==> src/rtl/reg_bank_fwd_pkg.sv <==
// Shared definitions for the ID/EX operand register bank with forwarding.
package reg_bank_fwd_pkg;

    // Default widths
    localparam int DEF_DATA_W = 8;
    localparam int DEF_ADDR_W = 5;

    // Forwarding source code reported on fwd_a / fwd_b
    typedef enum logic [1:0] {
        FWD_FILE = 2'd0,
        FWD_EX   = 2'd1,
        FWD_MEM  = 2'd2,
        FWD_WB   = 2'd3
    } fwd_src_t;

endpackage

==> src/rtl/reg_bank_fwd_fwd_select.sv <==
// Combinational operand resolver: picks the newest in-flight value for one
// source register, priority EX > MEM > WB > register file.
module fwd_select
    import reg_bank_fwd_pkg::*;
#(
    parameter int DATA_W  = DEF_DATA_W,
    parameter int ADDR_W  = DEF_ADDR_W,
    parameter int R0_ZERO = 1
) (
    input  logic [ADDR_W-1:0] src,
    input  logic              match_ex,
    input  logic              match_mem,
    input  logic              match_wb,
    input  logic [DATA_W-1:0] file_val,
    input  logic [DATA_W-1:0] ex_data,
    input  logic [DATA_W-1:0] mem_data,
    input  logic [DATA_W-1:0] wb_data,
    output logic [DATA_W-1:0] value,
    output fwd_src_t          code
);

    // Priority select of the operand value and its source code
    always_comb begin
        value = file_val;
        code  = FWD_FILE;
        if ((R0_ZERO != 0) && (src == '0)) begin
            value = '0;
            code  = FWD_FILE;
        end else if (match_ex) begin
            value = ex_data;
            code  = FWD_EX;
        end else if (match_mem) begin
            value = mem_data;
            code  = FWD_MEM;
        end else if (match_wb) begin
            value = wb_data;
            code  = FWD_WB;
        end
    end

endmodule

==> src/rtl/reg_bank_fwd.sv <==
// ID/EX register bank: register file with one write port, two forwarded
// read operands registered into A/B, and load-use hazard detection.
module reg_bank_fwd
    import reg_bank_fwd_pkg::*;
#(
    parameter int DATA_W   = DEF_DATA_W,
    parameter int ADDR_W   = DEF_ADDR_W,
    parameter int R0_ZERO  = 1,
    parameter int INIT_IDX = 1
) (
    input  logic              clk,
    input  logic              reset,
    input  logic              id_valid,
    input  logic [ADDR_W-1:0] rs_a,
    input  logic [ADDR_W-1:0] rs_b,
    input  logic [DATA_W-1:0] imm,
    input  logic              imm_sel,
    input  logic              ex_wr_en,
    input  logic              ex_is_load,
    input  logic [ADDR_W-1:0] ex_rd,
    input  logic [DATA_W-1:0] ex_data,
    input  logic              mem_wr_en,
    input  logic [ADDR_W-1:0] mem_rd,
    input  logic [DATA_W-1:0] mem_data,
    input  logic              wb_wr_en,
    input  logic [ADDR_W-1:0] wb_rd,
    input  logic [DATA_W-1:0] wb_data,
    input  logic              stall_in,
    output logic [DATA_W-1:0] A,
    output logic [DATA_W-1:0] B,
    output logic              op_valid,
    output logic [1:0]        fwd_a,
    output logic [1:0]        fwd_b,
    output logic              load_use_stall
);

    localparam int unsigned NREGS = 2 ** ADDR_W;

    logic [DATA_W-1:0] regs [NREGS];

    logic              zero_a, zero_b;
    logic              m_ex_a, m_mem_a, m_wb_a;
    logic              m_ex_b, m_mem_b, m_wb_b;
    logic [DATA_W-1:0] val_a, val_b;
    fwd_src_t          code_a, code_b;

    // Stage-destination matches; register 0 never matches when hardwired
    always_comb begin
        zero_a  = (R0_ZERO != 0) && (rs_a == '0);
        zero_b  = (R0_ZERO != 0) && (rs_b == '0);
        m_ex_a  = ex_wr_en  && (ex_rd  == rs_a) && !zero_a;
        m_mem_a = mem_wr_en && (mem_rd == rs_a) && !zero_a;
        m_wb_a  = wb_wr_en  && (wb_rd  == rs_a) && !zero_a;
        m_ex_b  = ex_wr_en  && (ex_rd  == rs_b) && !zero_b;
        m_mem_b = mem_wr_en && (mem_rd == rs_b) && !zero_b;
        m_wb_b  = wb_wr_en  && (wb_rd  == rs_b) && !zero_b;
    end

    // A load in EX cannot forward yet; hold ID for one cycle
    always_comb begin
        load_use_stall = id_valid && ex_wr_en && ex_is_load &&
                         (m_ex_a || (!imm_sel && m_ex_b));
    end

    fwd_select #(
        .DATA_W  (DATA_W),
        .ADDR_W  (ADDR_W),
        .R0_ZERO (R0_ZERO)
    ) u_sel_a (
        .src       (rs_a),
        .match_ex  (m_ex_a),
        .match_mem (m_mem_a),
        .match_wb  (m_wb_a),
        .file_val  (regs[rs_a]),
        .ex_data   (ex_data),
        .mem_data  (mem_data),
        .wb_data   (wb_data),
        .value     (val_a),
        .code      (code_a)
    );

    fwd_select #(
        .DATA_W  (DATA_W),
        .ADDR_W  (ADDR_W),
        .R0_ZERO (R0_ZERO)
    ) u_sel_b (
        .src       (rs_b),
        .match_ex  (m_ex_b),
        .match_mem (m_mem_b),
        .match_wb  (m_wb_b),
        .file_val  (regs[rs_b]),
        .ex_data   (ex_data),
        .mem_data  (mem_data),
        .wb_data   (wb_data),
        .value     (val_b),
        .code      (code_b)
    );

    // Register file write port; independent of any stall
    always_ff @(posedge clk or negedge reset) begin
        if (!reset) begin
            for (int unsigned i = 0; i < NREGS; i++) begin
                regs[i] <= (INIT_IDX != 0) ? DATA_W'(i) : '0;
            end
        end else if (wb_wr_en && !((R0_ZERO != 0) && (wb_rd == '0))) begin
            regs[wb_rd] <= wb_data;
        end
    end

    // Operand registers: freeze on stall_in, bubble on load-use, else load
    always_ff @(posedge clk or negedge reset) begin
        if (!reset) begin
            A        <= '0;
            B        <= '0;
            op_valid <= 1'b0;
            fwd_a    <= FWD_FILE;
            fwd_b    <= FWD_FILE;
        end else if (stall_in) begin
            A        <= A;
            B        <= B;
            op_valid <= op_valid;
            fwd_a    <= fwd_a;
            fwd_b    <= fwd_b;
        end else if (load_use_stall) begin
            op_valid <= 1'b0;
        end else begin
            A        <= val_a;
            B        <= imm_sel ? imm : val_b;
            fwd_a    <= code_a;
            fwd_b    <= imm_sel ? FWD_FILE : code_b;
            op_valid <= id_valid;
        end
    end

endmodule

==> config.mk <==
export PLATFORM = sky130hd
export DESIGN_NAME = reg_bank_fwd
export DESIGN_NICKNAME = d
export VERILOG_FILES = /design/src/rtl/reg_bank_fwd_pkg.sv /design/src/rtl/reg_bank_fwd_fwd_select.sv /design/src/rtl/reg_bank_fwd.sv
export SDC_FILE = /design/constraint.sdc
export NUM_CORES = 1
export LEC_CHECK = 0
export BUFFER_PORTS_ARGS = -buffer_cell sky130_fd_sc_hd__buf_4
export CAP_MARGIN = 20
export CORE_ASPECT_RATIO = 1.1
export CORE_MARGIN = 5
export CORE_UTILIZATION = 42
export CTS_BUF_LIST = sky130_fd_sc_hd__clkbuf_4
export CTS_CLUSTER_SIZE = 20
export DETAILED_ROUTE_END_ITERATION = 8
export GPL_TIMING_DRIVEN = 0
export PLACE_DENSITY_LB_ADDON = 0.1
export SYNTH_ARGS = -nofsm -noshare
export SYNTH_HDL_FRONTEND = slang
export SYNTH_HIERARCHICAL = 1
export SYNTH_SLANG_ARGS = --single-unit
export TNS_END_PERCENT = 100
==> constraint.sdc <==
create_clock -name clk -period 3.6 [get_ports clk]
set_clock_uncertainty 0.1 [all_clocks]
set_input_delay 0.18 -clock clk [delete_from_list [all_inputs] [get_ports clk]]
set_output_delay 0.18 -clock clk [all_outputs]
set_load 0.02 [all_outputs]
==> impl_metrics.json <==
{
  "dp_cells": 1577,
  "drive_gt1_share_pct": 60.76,
  "cts_buffer_depth": 3,
  "nNetsFinal": 1271,
  "grt_start_max_net_pins": 115,
  "final_area_sq_um": 18430,
  "finalCoreUtilization_pct": 50.02,
  "ir_worst_vdd_v": 0.0002428,
  "viasPerCell": 5.853,
  "finalCritPeriodShare_pct": 98.06,
  "clk_pin_slew_ns": 0.07,
  "drv_cap": 0,
  "cp-end-kind": "register",
  "die_area_sq_um": 41030,
  "grt_usage_pct": 24.36,
  "min_period_ns": 3.530,
  "min_path_type": "in -> reg",
  "pwr-share-seq_pct": 43.1,
  "pin_count": 88,
  "ant_nets": 0,
  "fillerInstances": 3243,
  "synth_area_leaders": "dfrtp_1, mux4_2, mux2_2, dfstp_2, clkbuf_1",
  "netlist_instances": 1000,
  "cts_buffers": 78,
  "syn_nets": 1066,
  "synth_edf_count": 0,
  "grt_overflow": 0,
  "comb_power_share_pct": 24.2,
  "rsz0062_at_grt": "no",
  "dr.pass1.iters": 5,
  "die_width_um": 193.6,
  "routed_wl_um": 49010,
  "grt_pass1_wl_um": 73800,
  "rows": 74,
  "post_cts_buffers": 0,
  "place_area_sq_um": 16860,
  "dieHeight_um": 211.9,
  "gp_congestion": 0.8778,
  "synthArstFlopShare_pct": 100.0,
  "vias": 10350,
  "clkSinkCount": 277,
  "required_ns": 4.08,
  "drt_iter0_markers": 754,
  "ys.flop_type": "dfrtp_1",
  "setup_viol": 0,
  "p_per_area_nw_per_um2": 535.6,
  "status": "finished, final reports clean",
  "maxSlewHeadroom_pct": 25.18,
  "yosysUniqueCellTypes": 41,
  "antenna_found_initial": 4,
  "yosysWarnings": 6,
  "worstPathMaxFanout": 10,
  "grt_pass1_vias": 10770,
  "setup-tns-final_ns": 0,
  "tritoncts": "done",
  "synth.avg_cell_area_sq_um": 15.57,
  "synth_top_cell_by_area": "dfrtp_1",
  "worst_slew_pin_slew_ns": 1.118,
  "power_switching_w": 0.002840,
  "synth_seq_area_share_pct": 45.16,
  "io_buffers": 81,
  "start_kind": "primary input",
  "intPower_w": 0.007033,
  "dp_slack_ns": -0.7358,
  "drc": 0,
  "critPathKind": "in -> reg",
  "initial_core_util_pct": 42.25,
  "stdcell_count": 1768,
  "setup_slack_ns": 0.06993,
  "htree_levels": 3,
  "dp_hpwl_um": 34630,
  "root_buffer": "clkbuf_4",
  "area_growth_pct": 18.39,
  "finalHoldViolCount": 0,
  "yosys_register_bits": 277,
  "p_clk_share_pct": 32.8,
  "swShare_pct": 28.77,
  "synth_top_cell_area_share_pct": 31.66,
  "synth_area_sq_um": 15570,
  "post_drt_wl_per_cell_um": 27.72,
  "clock_latency_ns": 0.75,
  "core_sq_um": 36850,
  "arrival_ns": 4.01,
  "leakage_nw": 7.656,
  "max_freq_mhz": 283.3,
  "slew_viol_final": 0
}
cell type report:
class | count | area, sq um | share of cell area [%]
Inverter | 5 | 18.77 | 0.1018
Multi-Input combinational cell | 627 | 8098 | 43.93
Clock buffer | 129 | 968.4 | 5.254
Buffer | 90 | 426.7 | 2.315
Tap cell | 494 | 618.1 | 3.353
Antenna cell | 5 | 12.51 | 0.06788
Timing Repair Buffer | 126 | 1119 | 6.068
Clock inverter | 15 | 140.1 | 0.7602
Sequential cell | 277 | 7032 | 38.15
what timing repair did:
item,in CTS,in global routing
hold buffers,43,0
hold endpoints to repair,149,0
setup endpoints to repair,0,4
gates resized for setup,0,7
Yosys cell counts, types with 14 or more instances:
library cell    n
mux2_2        274
dfrtp_1       197
mux4_2        160
dfstp_2        80
clkbuf_1       60
nand2_1        21
mux2_1         20
nor2_1         19
a211oi_1       16
buf_2          15
xnor2_1        15
mux2i_1        14
o22ai_1        14
xor2_1         14
flip-flops by register name, indices dropped and copies added, names as in the netlist:
signal    cells
fwd_a         2
op_valid      1
B             8
regs        256
A             8
fwd_b         2
worst max-delay path: stages:
cell and delay, ns:
buf_4 0.09, clkbuf_1 0.29, buf_2 0.38, clkbuf_1 0.73, mux4_2 0.41, mux4_2 0.49, mux2_2 0.27, mux2_2 0.30
o211ai_1 0.16, a21oi_1 0.12, mux2_2 0.28, mux2_1 0.28
final timing paths:
path                                        from                     to  slack, ns  cells after the start
min in group asynchronous                  reset  regs[187]$_DFFE_PN1P_       0.55                      3
max in group asynchronous                  reset   regs[56]$_DFFE_PN0P_       1.66                      5
min reg2reg                regs[255]$_DFFE_PN0P_  regs[255]$_DFFE_PN0P_       0.38                      1
min                                   ex_data[4]       A[4]$_DFFE_PN0P_       0.03                      4
max                                      rs_b[1]       B[5]$_DFFE_PN0P_       0.07                     12
max reg2reg                 regs[93]$_DFFE_PN0P_       B[5]$_DFFE_PN0P_       0.47                      8
placed cells by master, fill, tap and decap left out, types with 11 or more instances in the layout:
cell,n
o22ai_1,14
dfstp_2,80
xor2_1,14
clkinv_1,11
buf_4,82
mux2_1,20
dlygate4sd3_1,42
buf_2,15
clkbuf_1,58
mux2_2,274
a211oi_1,16
mux4_2,160
clkbuf_4,129
nor2_1,19
mux2i_1,14
nand2_1,21
xnor2_1,15
dfrtp_1,197
cells by family after synthesis:
family	count (synthesis)	share of synthesized area (%)
xor+xnor	29	1.631
buf+inv	96	2.869
compound gates	38	1.647
mux	468	45.31
flops	277	45.16
simple gates	92	3.383
power groups by stage:
| stage | Clock (W) | Sequential (W) | Combinational [W] |
|---|---|---|---|
| after floorplan | 0 | 0.00422 | 0.00153 |
| after global routing | 0.00349 | 0.00434 | 0.00253 |
| final | 0.00323 | 0.00425 | 0.00239 |
| after global placement | 0 | 0.00426 | 0.00231 |
| after CTS | 0.00333 | 0.00425 | 0.00240 |
| after detailed placement | 0 | 0.00430 | 0.00235 |
routing by layer:
layer  global-route usage, %  vias up  part of all wire, %
met3                   5.618       78                  6.7
met2                   38.61      390                   47
met4                   7.424        0                  2.7
met1                   33.89     5503                   43
li1                        -     4377                    -
met5                       0        -                    0
stage by stage:
stage,hold slack [ns],total power (W)
floorplan,-0.2156,0.005754
global placement,0.3026,0.006576
detailed placement,0.03127,0.006648
CTS,0.004981,0.009974
global route,0.02527,0.01035
finish,0.02569,0.009872
Power figures use the tool's default switching activity.
